### src/rtl/pulse_level_encoder_if.sv
`default_nettype none
// ----------------------------------------------------------------------------
// pulse_level_encoder_if : strobe-in / level-out bundle for pulse_level_encoder
// Rev 1.0
// ----------------------------------------------------------------------------
interface pulse_level_encoder_if #(
  parameter int PEND_W = 3
);
  logic              pulse_in;
  logic              ovf_clr;
  logic              data_out;
  logic              busy;
  logic [PEND_W-1:0] pending;
  logic              overflow;

  modport master (
    output pulse_in,
    output ovf_clr,
    input  data_out,
    input  busy,
    input  pending,
    input  overflow
  );

  modport slave (
    input  pulse_in,
    input  ovf_clr,
    output data_out,
    output busy,
    output pending,
    output overflow
  );
endinterface
`default_nettype wire

### src/rtl/pulse_level_encoder.sv
`default_nettype none
// ----------------------------------------------------------------------------
// pulse_level_encoder : one fixed high window plus guaranteed low gap per strobe,
//                       with a saturating queue for strobes that arrive mid-window
// Rev 1.0
// ----------------------------------------------------------------------------
module pulse_level_encoder #(
  parameter int HIGH_CYCLES = 4,
  parameter int LOW_CYCLES  = 2,
  parameter int PEND_W      = 3
) (
  input  logic                  clk,
  input  logic                  rst_n,
  pulse_level_encoder_if.slave  bus
);

  localparam int MAX_PHASE = (HIGH_CYCLES > LOW_CYCLES) ? HIGH_CYCLES : LOW_CYCLES;
  localparam int CNT_W     = $clog2(MAX_PHASE + 1);

  localparam logic [CNT_W-1:0]  HIGH_LAST = CNT_W'(HIGH_CYCLES - 1);
  localparam logic [CNT_W-1:0]  LOW_LAST  = CNT_W'(LOW_CYCLES - 1);
  localparam logic [PEND_W-1:0] PEND_MAX  = {PEND_W{1'b1}};

  typedef enum logic [1:0] {
    IDLE = 2'd0,
    HIGH = 2'd1,
    LOW  = 2'd2
  } state_e;

  state_e            state_q;
  logic [CNT_W-1:0]  cnt_q;
  logic              data_out_q;
  logic [PEND_W-1:0] pending_q;
  logic [PEND_W-1:0] pending_d;
  logic              overflow_q;
  logic              overflow_d;

  logic decide;
  logic start;
  logic drop;

  always_comb begin
    decide     = (state_q == IDLE) || ((state_q == LOW) && (cnt_q == LOW_LAST));
    start      = decide && ((pending_q != '0) || bus.pulse_in);
    pending_d  = pending_q;
    drop       = 1'b0;
    // A start with work queued pops one event; a strobe in that same cycle
    // pushes one back, so the count only moves when the strobe is absent.
    if (start && (pending_q != '0)) begin
      if (!bus.pulse_in) begin
        pending_d = pending_q - PEND_W'(1);
      end
    end else if (!start && bus.pulse_in) begin
      if (pending_q == PEND_MAX) begin
        drop = 1'b1;
      end else begin
        pending_d = pending_q + PEND_W'(1);
      end
    end
    if (drop) begin
      overflow_d = 1'b1;
    end else if (bus.ovf_clr) begin
      overflow_d = 1'b0;
    end else begin
      overflow_d = overflow_q;
    end
  end

  always_ff @(posedge clk or negedge rst_n) begin
    if (!rst_n) begin
      state_q    <= IDLE;
      cnt_q      <= '0;
      data_out_q <= 1'b0;
      pending_q  <= '0;
      overflow_q <= 1'b0;
    end else begin
      pending_q  <= pending_d;
      overflow_q <= overflow_d;
      case (state_q)
        IDLE: begin
          cnt_q <= '0;
          if (start) begin
            state_q    <= HIGH;
            data_out_q <= 1'b1;
          end
        end
        HIGH: begin
          if (cnt_q == HIGH_LAST) begin
            state_q    <= LOW;
            cnt_q      <= '0;
            data_out_q <= 1'b0;
          end else begin
            cnt_q <= cnt_q + CNT_W'(1);
          end
        end
        LOW: begin
          if (cnt_q == LOW_LAST) begin
            cnt_q <= '0;
            // Back-to-back windows skip IDLE entirely; the low gap already elapsed.
            if (start) begin
              state_q    <= HIGH;
              data_out_q <= 1'b1;
            end else begin
              state_q <= IDLE;
            end
          end else begin
            cnt_q <= cnt_q + CNT_W'(1);
          end
        end
        default: begin
          state_q    <= IDLE;
          cnt_q      <= '0;
          data_out_q <= 1'b0;
        end
      endcase
    end
  end

  assign bus.data_out = data_out_q;
  assign bus.busy     = (state_q != IDLE);
  assign bus.pending  = pending_q;
  assign bus.overflow = overflow_q;

endmodule
`default_nettype wire

### src/flat_wrapper.sv
// flat-port wrapper written by rule: the top's interface ports become plain ports
module pulse_level_encoder_flat 
#(
  parameter int HIGH_CYCLES = 4,
  parameter int LOW_CYCLES  = 2,
  parameter int PEND_W      = 3
)
  (clk, rst_n, bus_pulse_in, bus_ovf_clr, bus_data_out, bus_busy, bus_pending, bus_overflow);
  pulse_level_encoder_if #(.PEND_W(PEND_W)) bus_i ();
  input  logic clk;
  input  logic rst_n;
  input wire logic [$bits(bus_i.pulse_in)-1:0] bus_pulse_in;
  input wire logic [$bits(bus_i.ovf_clr)-1:0] bus_ovf_clr;
  output wire logic [$bits(bus_i.data_out)-1:0] bus_data_out;
  output wire logic [$bits(bus_i.busy)-1:0] bus_busy;
  output wire logic [$bits(bus_i.pending)-1:0] bus_pending;
  output wire logic [$bits(bus_i.overflow)-1:0] bus_overflow;
  assign bus_i.pulse_in = bus_pulse_in;
  assign bus_i.ovf_clr = bus_ovf_clr;
  assign bus_data_out = bus_i.data_out;
  assign bus_busy = bus_i.busy;
  assign bus_pending = bus_i.pending;
  assign bus_overflow = bus_i.overflow;
  pulse_level_encoder #(.HIGH_CYCLES(HIGH_CYCLES), .LOW_CYCLES(LOW_CYCLES), .PEND_W(PEND_W)) u_core (.clk(clk), .rst_n(rst_n), .bus(bus_i));
endmodule
### config.mk
export PLATFORM = sky130hd
export DESIGN_NAME = pulse_level_encoder_flat
export DESIGN_NICKNAME = d
export VERILOG_FILES = /design/src/rtl/pulse_level_encoder_if.sv /design/src/rtl/pulse_level_encoder.sv /design/src/flat_wrapper.sv
export SDC_FILE = /design/constraint.sdc
export NUM_CORES = 1
export LEC_CHECK = 0
export ABC_AREA = 1
export BUFFER_PORTS_ARGS = -buffer_cell sky130_fd_sc_hd__buf_2
export CELL_PAD_IN_SITES_DETAIL_PLACEMENT = 1
export CELL_PAD_IN_SITES_GLOBAL_PLACEMENT = 1
export CORE_MARGIN = 2
export CORE_UTILIZATION = 40
export CTS_CLUSTER_SIZE = 28
export DETAILED_ROUTE_END_ITERATION = 16
export PLACE_DENSITY_LB_ADDON = 0.25
export REMOVE_ABC_BUFFERS = 1
export SYNTH_ARGS = -nofsm -noshare
export SYNTH_HDL_FRONTEND = slang
export SYNTH_SLANG_ARGS = --single-unit
### constraint.sdc
create_clock -name clk -period 2.5 [get_ports clk]
set_clock_uncertainty 0.1 [all_clocks]
set_input_delay 0 -clock clk [delete_from_list [all_inputs] [get_ports clk]]
set_output_delay 0 -clock clk [all_outputs]
set_load 0.02 [all_outputs]
; Word level (Yosys, flattened, before mapping)
; Cells that the tools add are included.
[classes]
mux = 21
reduce_logical = 15
n_eq_ne = 10
n_addsub = 3
[ops]
columns = op, count
row1 = 3-bit 2-to-1 mux, 6
row2 = 1-bit 2-to-1 mux, 9
row3 = 3-bit by 1-bit adder with 3-bit output (second input constant), 2
row4 = 2-bit 2-to-1 mux, 3
row5 = 2-bit by 1-bit inequality test with 1-bit output (second input constant), 3
row6 = 2-bit case mux with 3 select lines, 1
row7 = 3-bit case mux with 2 select lines, 1
row8 = 3-bit AND reduction, 2
row9 = 2-bit nonzero test, 3
row10 = 1-bit logical AND, 4
row11 = 2-bit inequality test (second input constant), 2
row12 = 3-bit by 1-bit == test with 1-bit output (second input constant), 1
row13 = 3-bit by 2-bit == test with 1-bit output (second input constant), 1
row14 = 3-bit == test (second input constant), 1
row15 = 1-bit case mux with 3 select lines, 1
row16 = 3-bit nonzero test, 1
row17 = 3-bit by 1-bit subtractor with 3-bit output (second input constant), 1
row18 = 2-bit by 1-bit == test with 1-bit output (second input constant), 1
row19 = 2-bit == test (second input constant), 1
row20 = 2-bit zero test, 1
row21 = 1-bit logical OR, 2
row22 = 2-bit AND reduction, 1
row23 = 1-bit zero test, 1
[word_totals]
word_cells = 54
in_bits = 4
regBits = 10

; Longest topological paths before layout
; Gate-level depths: netlist (run 1).
[depth]
ltp_word = 9
ltp_mapped = 15
depth_no_buf = 15

; Least setup slack after synthesis (run 1)
; No wires, ideal clock.
[synth_timing]
path_type = flip-flop to flip-flop
start = register u_core.state_q[0]
end = register u_core.pending_q[2], in the netlist u_core.bus.pending[2]
t_arrival_ns = 1.741
setup_slack_ns = 0.542
n_path_buf = 0
setup_time_ns = 0.117
stages_incl_launch_ff = 16
cell_sequence = dfrtp_1 -> inv_1 -> ha_1 -> inv_1 -> nand2_4 -> nand2_4 -> nand2_1 -> o21ai_0 -> inv_1 -> ha_1 -> nor2_1 -> nand3_1 -> nand2_1 -> nand2_1 -> nand2_1 -> nand2_1
[synth_between]
elab_chain_len = 8
[synth_lines]
columns = element, line_no
row1 = start: declaration, pulse_level_encoder.sv:30  ; state_e state_q;
row2 = start signal: assignment, pulse_level_encoder.sv:71  ; state_q <= IDLE;
row3 = start signal: assignment, pulse_level_encoder.sv:83  ; state_q <= HIGH;
row4 = start signal: assignment, pulse_level_encoder.sv:89  ; state_q <= LOW;
row5 = 2-bit == test, pulse_level_encoder.sv:43  ; decide = (state_q == IDLE) || ((state_q == LOW) && (cnt_q == LOW_LAST));
row6 = 1-bit logical AND, pulse_level_encoder.sv:43
row7 = 1-bit logical OR (*), pulse_level_encoder.sv:43
row8 = 1-bit logical AND (*), pulse_level_encoder.sv:44  ; start = decide && ((pending_q != '0) || bus.pulse_in);
row9 = 1-bit zero test, pulse_level_encoder.sv:53  ; end else if (!start && bus.pulse_in) begin
row10 = 1-bit logical AND, pulse_level_encoder.sv:53
row11 = 2-bit nonzero test (no line), n/a
row12 = 3-bit AND reduction (no line), n/a
row13 = end signal: assignment, pulse_level_encoder.sv:77  ; pending_q <= pending_d;
row14 = end: declaration, pulse_level_encoder.sv:33  ; logic [PEND_W-1:0] pending_q;
; Mark *: on every way between the ends. The rest lies on a longest branch, timed or not.
; A chain may end at the register's enable or synchronous reset.

; Worst setup path after layout (run 1)
; Ends and elaborated chain as after synthesis.

==> out/qor.yml, run 1 <==
status:
  run_status: "finished clean"
clock_network:
  cts_made_buffers: 3
  cts_buffer_depth: 2
  cts.sinks: 10
  cts_tree: "done"
  ctsResizeCount: 0
  post_cts_buffers: 0
  clkTransAtPathRegs_ns: 0.08
  cts-htree-levels: 1
  cts-root-buf: "clkbuf_4"
  cts_hold_buf: 3
  insertion_delay_ns: 0.28
global_routing:
  grt_use_total_pct: 19.53
  grt_overflow: 0
  busiest_layer: "met2"
  met2_usage_pct: 30.72
  grt_pass1_vias: 583
  grtUsageMet1_pct: 26.05
  grt_max_degree: 11
  antenna_found_initial: 0
  grt_pass1_wl_mm: 2.753
  grt.met3_usage_pct: 6.000
worst_setup_path:
  reg2reg_from: "u_core.state_q[0]"
  cp_max_fo: 5
  worstSetupPathType: "reg2reg"
  crit_path_start: "u_core.state_q[0]"
  required_ns: 2.58
  critPathArrivalTime_ns: 2.20
  start_kind: "register"
  cp-end-kind: "register"
die:
  coreArea_sq_mm: 0.001541
  die_area_sq_mm: 0.002017
  die_w_um: 44.91
  pin_count: 10
  initial_core_util_pct: 43.43
  core.rowCount: 14
  dieHeight_um: 44.91
sta:
  rsz0062_at_grt: "no"
  setup_tns_ns: 0
  fin_crit_ns: 2.130
  max_slew_margin_pct: 83.26
  post-route-period-util_pct: 85.19
  final_hold_viol_count: 0
  slew_violations: 0
  max_freq_mhz: 469.5
  setup_viol: 0
  worstMarginPinSlew_ns: 0.2511
hold_path:
  hp-class: "in2async"
yosys:
  synthFlopType: "dfrtp_1"
  synth-async-reset-ratio_pct: 100.0
  syn_inst: 80
  synth-seq-area-share_pct: 37.38
  syn-cell-area_sq_um: 669.4
  yosys-top-cells-area: "dfrtp_1 (37%), ha_1 (17%), nand2_1 (9.5%)"
  syn_avg_cell_area_sq_um: 8.367
  synth_top_area_share_pct: 37.38
  synthTopCellsByCount: "nand2_1 (17), inv_1 (16), dfrtp_1 (10)"
  synth_edf_count: 0
  synth_top_area_cell: "dfrtp_1"
  synth_most_common_cell: "nand2_1"
  yosysWarnings: 0
  yosysUniqueCellTypes: 18
  ys_seq_elements: 10
layout:
  fillers: 203
  drive_above_1_share_pct: 20.83
  nNetsFinal: 110
  final_cells: 112
  num_antenna_cells: 0
  syn_to_final_growth_pct: 19.63
detailed_routing:
  via_per_inst: 5.054
  via_count: 566
  routed_wl_mm: 1.609
  first_pass_iters: 4
  drc_errors: 0
  wl_per_cell_um: 14.37
  drt-initial-drc-count: 7
  ant_nets: 0
placed_design:
  io_buffers: 9
  dp.cells: 105
  hpwl_mm: 1.161
  gp_congestion: 0.6675
flow_run:
  max-cap-violations: 0
power:
  leakagePower_nw: 0.4300
  peakVddDrop_uv: 597.0
  p_per_area_mw_per_mm2: 1351
## power by group
group | switching (mW) | internal [mW] | leakage (nW) | total (mW)
Clock | 0.0678 | 0.0886 | 0.0210 | 0.156
Combinational | 0.420 | 0.225 | 0.280 | 0.644
Sequential | 0.0556 | 0.225 | 0.129 | 0.281
Total | 0.543 | 0.539 | 0.430 | 1.08
## layout by cell type (no fill, tap or decap)
master and instances:
nand2_1 17, inv_1 16, dfrtp_1 10, ha_1 9, buf_2 9, o21ai_0 4, a21oi_1 4, nor2_1 3
nor3_1 3, nand3_1 3, clkbuf_4 3, dlygate4sd3_1 3, nand3_2 2, nand2_4 2, inv_2 1, a21oi_2 1
nand3b_1 1, o21a_1 1, a21oi_4 1, or2_1 1, o32ai_1 1, clkbuf_8 1
## cell families after synthesis
kind of cell	count (synthesis)	synth area share (%)
and+or+nand+nor	32	24.11
buffers and inverters	17	9.533
AOI/OAI and AO/OA	12	12.15
DFF	10	37.38
adders and majority gates	9	16.82
## cell type report
type	count	area, sq um	share of cell area, %
timing repair buffer	12	75.07	9.375
inverter	17	63.81	7.969
tap	16	20.02	2.500
clock buffer	4	36.28	4.531
multi-input combinational	53	355.3	44.38
sequential	10	250.2	31.25
## state kept, by name, indices dropped and copies added, names as in the netlist
name,cells
u_core.bus.pending,3
u_core.state_q,2
u_core.bus.overflow,1
u_core.bus.data_out,1
u_core.cnt_q,3
## per-stage QoR
stage	setup slack, ns	cell area [sq um]	utilization, %	hold WS, ns	power (mW)
3_5_place_dp	0.4122	734.5	47.65	-0.2155	0.9137
3_3_place_gp	0.4939	734.5	47.65	-0.2202	0.8879
2_1_floorplan	0.5417	669.4	-	-0.3956	0.7479
5_1_grt	0.1720	800.8	51.95	0.03944	1.187
6_report	0.3702	800.8	51.95	0.01029	1.081
4_1_cts	0.3676	800.8	51.95	0.02339	1.087
## final timing paths
path / cells after the start / slack [ns] / end
setup / recovery: 14 / 0.37 / u_core.bus.pending[2]
hold / removal: 2 / 0.01 / u_core.bus.pending[1]
setup reg to reg: 14 / 0.37 / u_core.bus.pending[2]
hold reg to reg: 1 / 0.42 / u_core.cnt_q[0]
max in group asynchronous: 2 / 2.08 / u_core.state_q[0]
min in group clk: 5 / 0.08 / u_core.bus.pending[0]
## worst max-delay path, stage by stage (launching register included)
cell and delay, ns:
dfrtp_1 0.40, inv_1 0.12, ha_1 0.28, nand3_2 0.13, nand2_4 0.11, inv_1 0.04
o21ai_0 0.15, inv_1 0.07, ha_1 0.19, nor2_1 0.10, nand3_1 0.08, nand2_1 0.09
nand2_1 0.06, nand2_1 0.07, nand2_1 0.05
## layer usage
layer	vias to the layer above	routed length (um)
met5	-	0
met2	12	729
li1	283	-
met4	0	22
met3	4	69
met1	267	787
Power figures use the tool's default switching activity.
==> run 2, diff against run 1 <==
CORE_UTILIZATION = 39   (was 40)
clock period = 2.1 ns   (was 2.5 ns; I/O delays follow)
==> out/qor.yml, run 2 (synthesis results as in run 1) <==
layout:
  layout_commonest_cell: "nand2_1"  # unchanged
  final_cells: 114  # was 112
  num_antenna_cells: 0  # unchanged
  nNetsFinal: 113  # was 110
  syn_to_final_growth_pct: 22.24  # was 19.63%
  final_cell_mix: "nand2_1 (17), inv_1 (14), dfrtp_1 (10), buf_2 (9), ha_1 (7)"  # was nand2_1 (17), inv_1 (16), dfrtp_1 (10), ha_1 (9), buf_2 (9)
  drive_above_1_share_pct: 27.55  # was 20.83%
placed_design:
  gp_congestion: 0.7462  # was 0.6675
  place_ws_ns: 0.1026  # was 0.4122 ns
  io_buffers: 9  # unchanged
  dp.cells: 107  # was 105
  hpwl_mm: 1.173  # was 1.161 mm
flow_run:
  max-cap-violations: 0  # unchanged
worst_setup_path:
  critPathArrivalTime_ns: 2.01  # was 2.20 ns
  worstSetupPathType: "reg2reg"  # unchanged
  r2r_slack_ns: 0.15  # was 0.37 ns
  reg2reg_to: "u_core.bus.pending[2]"  # unchanged
  crit_path_top_delay_cell: "dfrtp_1"  # unchanged
  reg2reg_from: "u_core.state_q[0]"  # unchanged
  cp_max_fo: 5  # unchanged
  start_kind: "register"  # unchanged
  cp-end-kind: "register"  # unchanged
  rr_worst_depth: 14  # unchanged
  crit_path_start: "u_core.state_q[0]"  # unchanged
  crit_end: "u_core.bus.pending[2]"  # unchanged
  required_ns: 2.15  # was 2.58 ns
  cpPeakStageDelay_ns: 0.41  # was 0.40 ns
  cp_common_cell: "nand2_1"  # unchanged
  crit_path_cell_trace: "inv_2 > ha_2 > nand3_2 > nand2_4 > inv_1 > o21ai_2 > inv_1 > ha_1 > nor2_1 > nand3_1 > nand2_1 > nand2_1 > nand2_1 > nand2_1"  # was inv_1 > ha_1 > nand3_2 > nand2_4 > inv_1 > o21ai_0 > inv_1 > ha_1 > nor2_1 > nand3_1 > nand2_1 > nand2_1 > nand2_1 > nand2_1
detailed_routing:
  routed_wl_mm: 1.481  # was 1.609 mm
  wl_per_cell_um: 12.99  # was 14.37 um
  ant_nets: 0  # unchanged
  via_count: 572  # was 566
  first_pass_iters: 4  # unchanged
  drt-initial-drc-count: 5  # was 7
  via_per_inst: 5.018  # was 5.054
  drc_errors: 0  # unchanged
sta:
  final_hold_viol_count: 0  # unchanged
  setup_slack_ns: 0.1475  # was 0.3702 ns
  setup_viol: 0  # unchanged
  fin_crit_ns: 1.952  # was 2.130 ns
  worstMarginPinSlew_ns: 0.3017  # was 0.2511 ns
  max_freq_mhz: 512.2  # was 469.5 MHz
  whs_ns: 0.02787  # was 0.01029 ns
  setup_tns_ns: 0  # unchanged
  post-route-period-util_pct: 92.97  # was 85.19%
  max_slew_margin_pct: 79.68  # was 83.26%
  slew_violations: 0  # unchanged
clock_network:
  cts-root-buf: "clkbuf_4"  # unchanged
  cts_buffer_depth: 2  # unchanged
  cts-htree-levels: 1  # unchanged
  clkTransAtPathRegs_ns: 0.06  # was 0.08 ns
  cts_made_buffers: 3  # unchanged
  insertion_delay_ns: 0.26  # was 0.28 ns
  cts.sinks: 10  # unchanged
  cts_tree: "done"  # unchanged
power:
  leakagePower_nw: 0.4344  # was 0.4300 nW
  p_total_mw: 1.281  # was 1.081 mW
  p_per_area_mw_per_mm2: 1566  # was 1351 mW/mm^2
  peakVddDrop_uv: 574.7  # was 597.0 uV
status:
  run_status: "finished clean"  # unchanged
global_routing:
  grt_max_degree: 11  # unchanged
  grt_overflow: 0  # unchanged
  grt_pass1_wl_mm: 2.518  # was 2.753 mm
  grt_pass1_vias: 582  # was 583
  antenna_found_initial: 0  # unchanged
  grt_use_total_pct: 17.34  # was 19.53%
die:
  die_area_sq_mm: 0.002064  # was 0.002017 sq mm
  pin_count: 10  # unchanged
  core.rowCount: 14  # unchanged
  die_w_um: 45.43  # was 44.91 um
  dieHeight_um: 45.43  # was 44.91 um
  initial_core_util_pct: 42.94  # was 43.43%
  coreArea_sq_mm: 0.001559  # was 0.001541 sq mm
hold_path:
  hp-class: "in2async"  # unchanged
[run 2: cell types whose count changed in the layout (fill, tap and decap cells not counted), sizes merged]
| cell | change |
|---|---|
| buf | +3 |
| clkbuf | -1 |
[run 2: repair_timing]
item,in CTS,in global routing
hold buffers,3,0
setup buffers,0,1
endpoints found under the setup margin,0,1
hold endpoints to repair,11,0
resized for setup,0,6
[run 2: stage by stage]
step | utilization, % | instance area, sq um
floorplan | - | 669.4
global placement | 48.07 | 749.5
detailed placement | 48.07 | 749.5
CTS | 51.44 | 802.0
global route | 52.49 | 818.3
finish | 52.49 | 818.3
[run 2: worst min-delay path by stage]
| stage | end | depth (start not counted) |
|---|---|---|
| CTS | u_core.bus.pending[1] | 2 |
| detailed placement | u_core.cnt_q[2] | 1 |
| floorplan | u_core.bus.data_out | 0 |
| global placement | u_core.cnt_q[2] | 1 |
| global route | u_core.cnt_q[2] | 2 |
| finish | u_core.cnt_q[2] | 2 |
[run 2: layout make-up]
type / count / area (sq um)
multi-input combinational: 53 / 364.1
sequential: 10 / 250.2
timing repair buffer: 15 / 97.59
inverter: 17 / 63.81
clock buffer: 3 / 22.52
tap: 16 / 20.02
fill: 188 / 740.7
[run 2: power by group]
part	total (mW)	switching (mW)	internal, mW
clock	0.129	0.0632	0.0662
combinational	0.816	0.510	0.306
sequential	0.336	0.0669	0.269
[run 2: worst max-delay path, delay by kind of cell, from the launching register on]
family / cells / cell delay, ns
AOI/OAI and AO/OA: 1 / 0.10
and+or+nand+nor: 8 / 0.68
buffers and inverters: 3 / 0.19
adders and majority gates: 2 / 0.39
DFF: 1 / 0.41
[run 2: metal layers]
metal  global-route usage, %  part of all wire [%]
met1                   23.95                    51
met4                   7.059                   1.1
met3                   2.381                   2.7
met2                   27.04                    45
met5                       0                     0
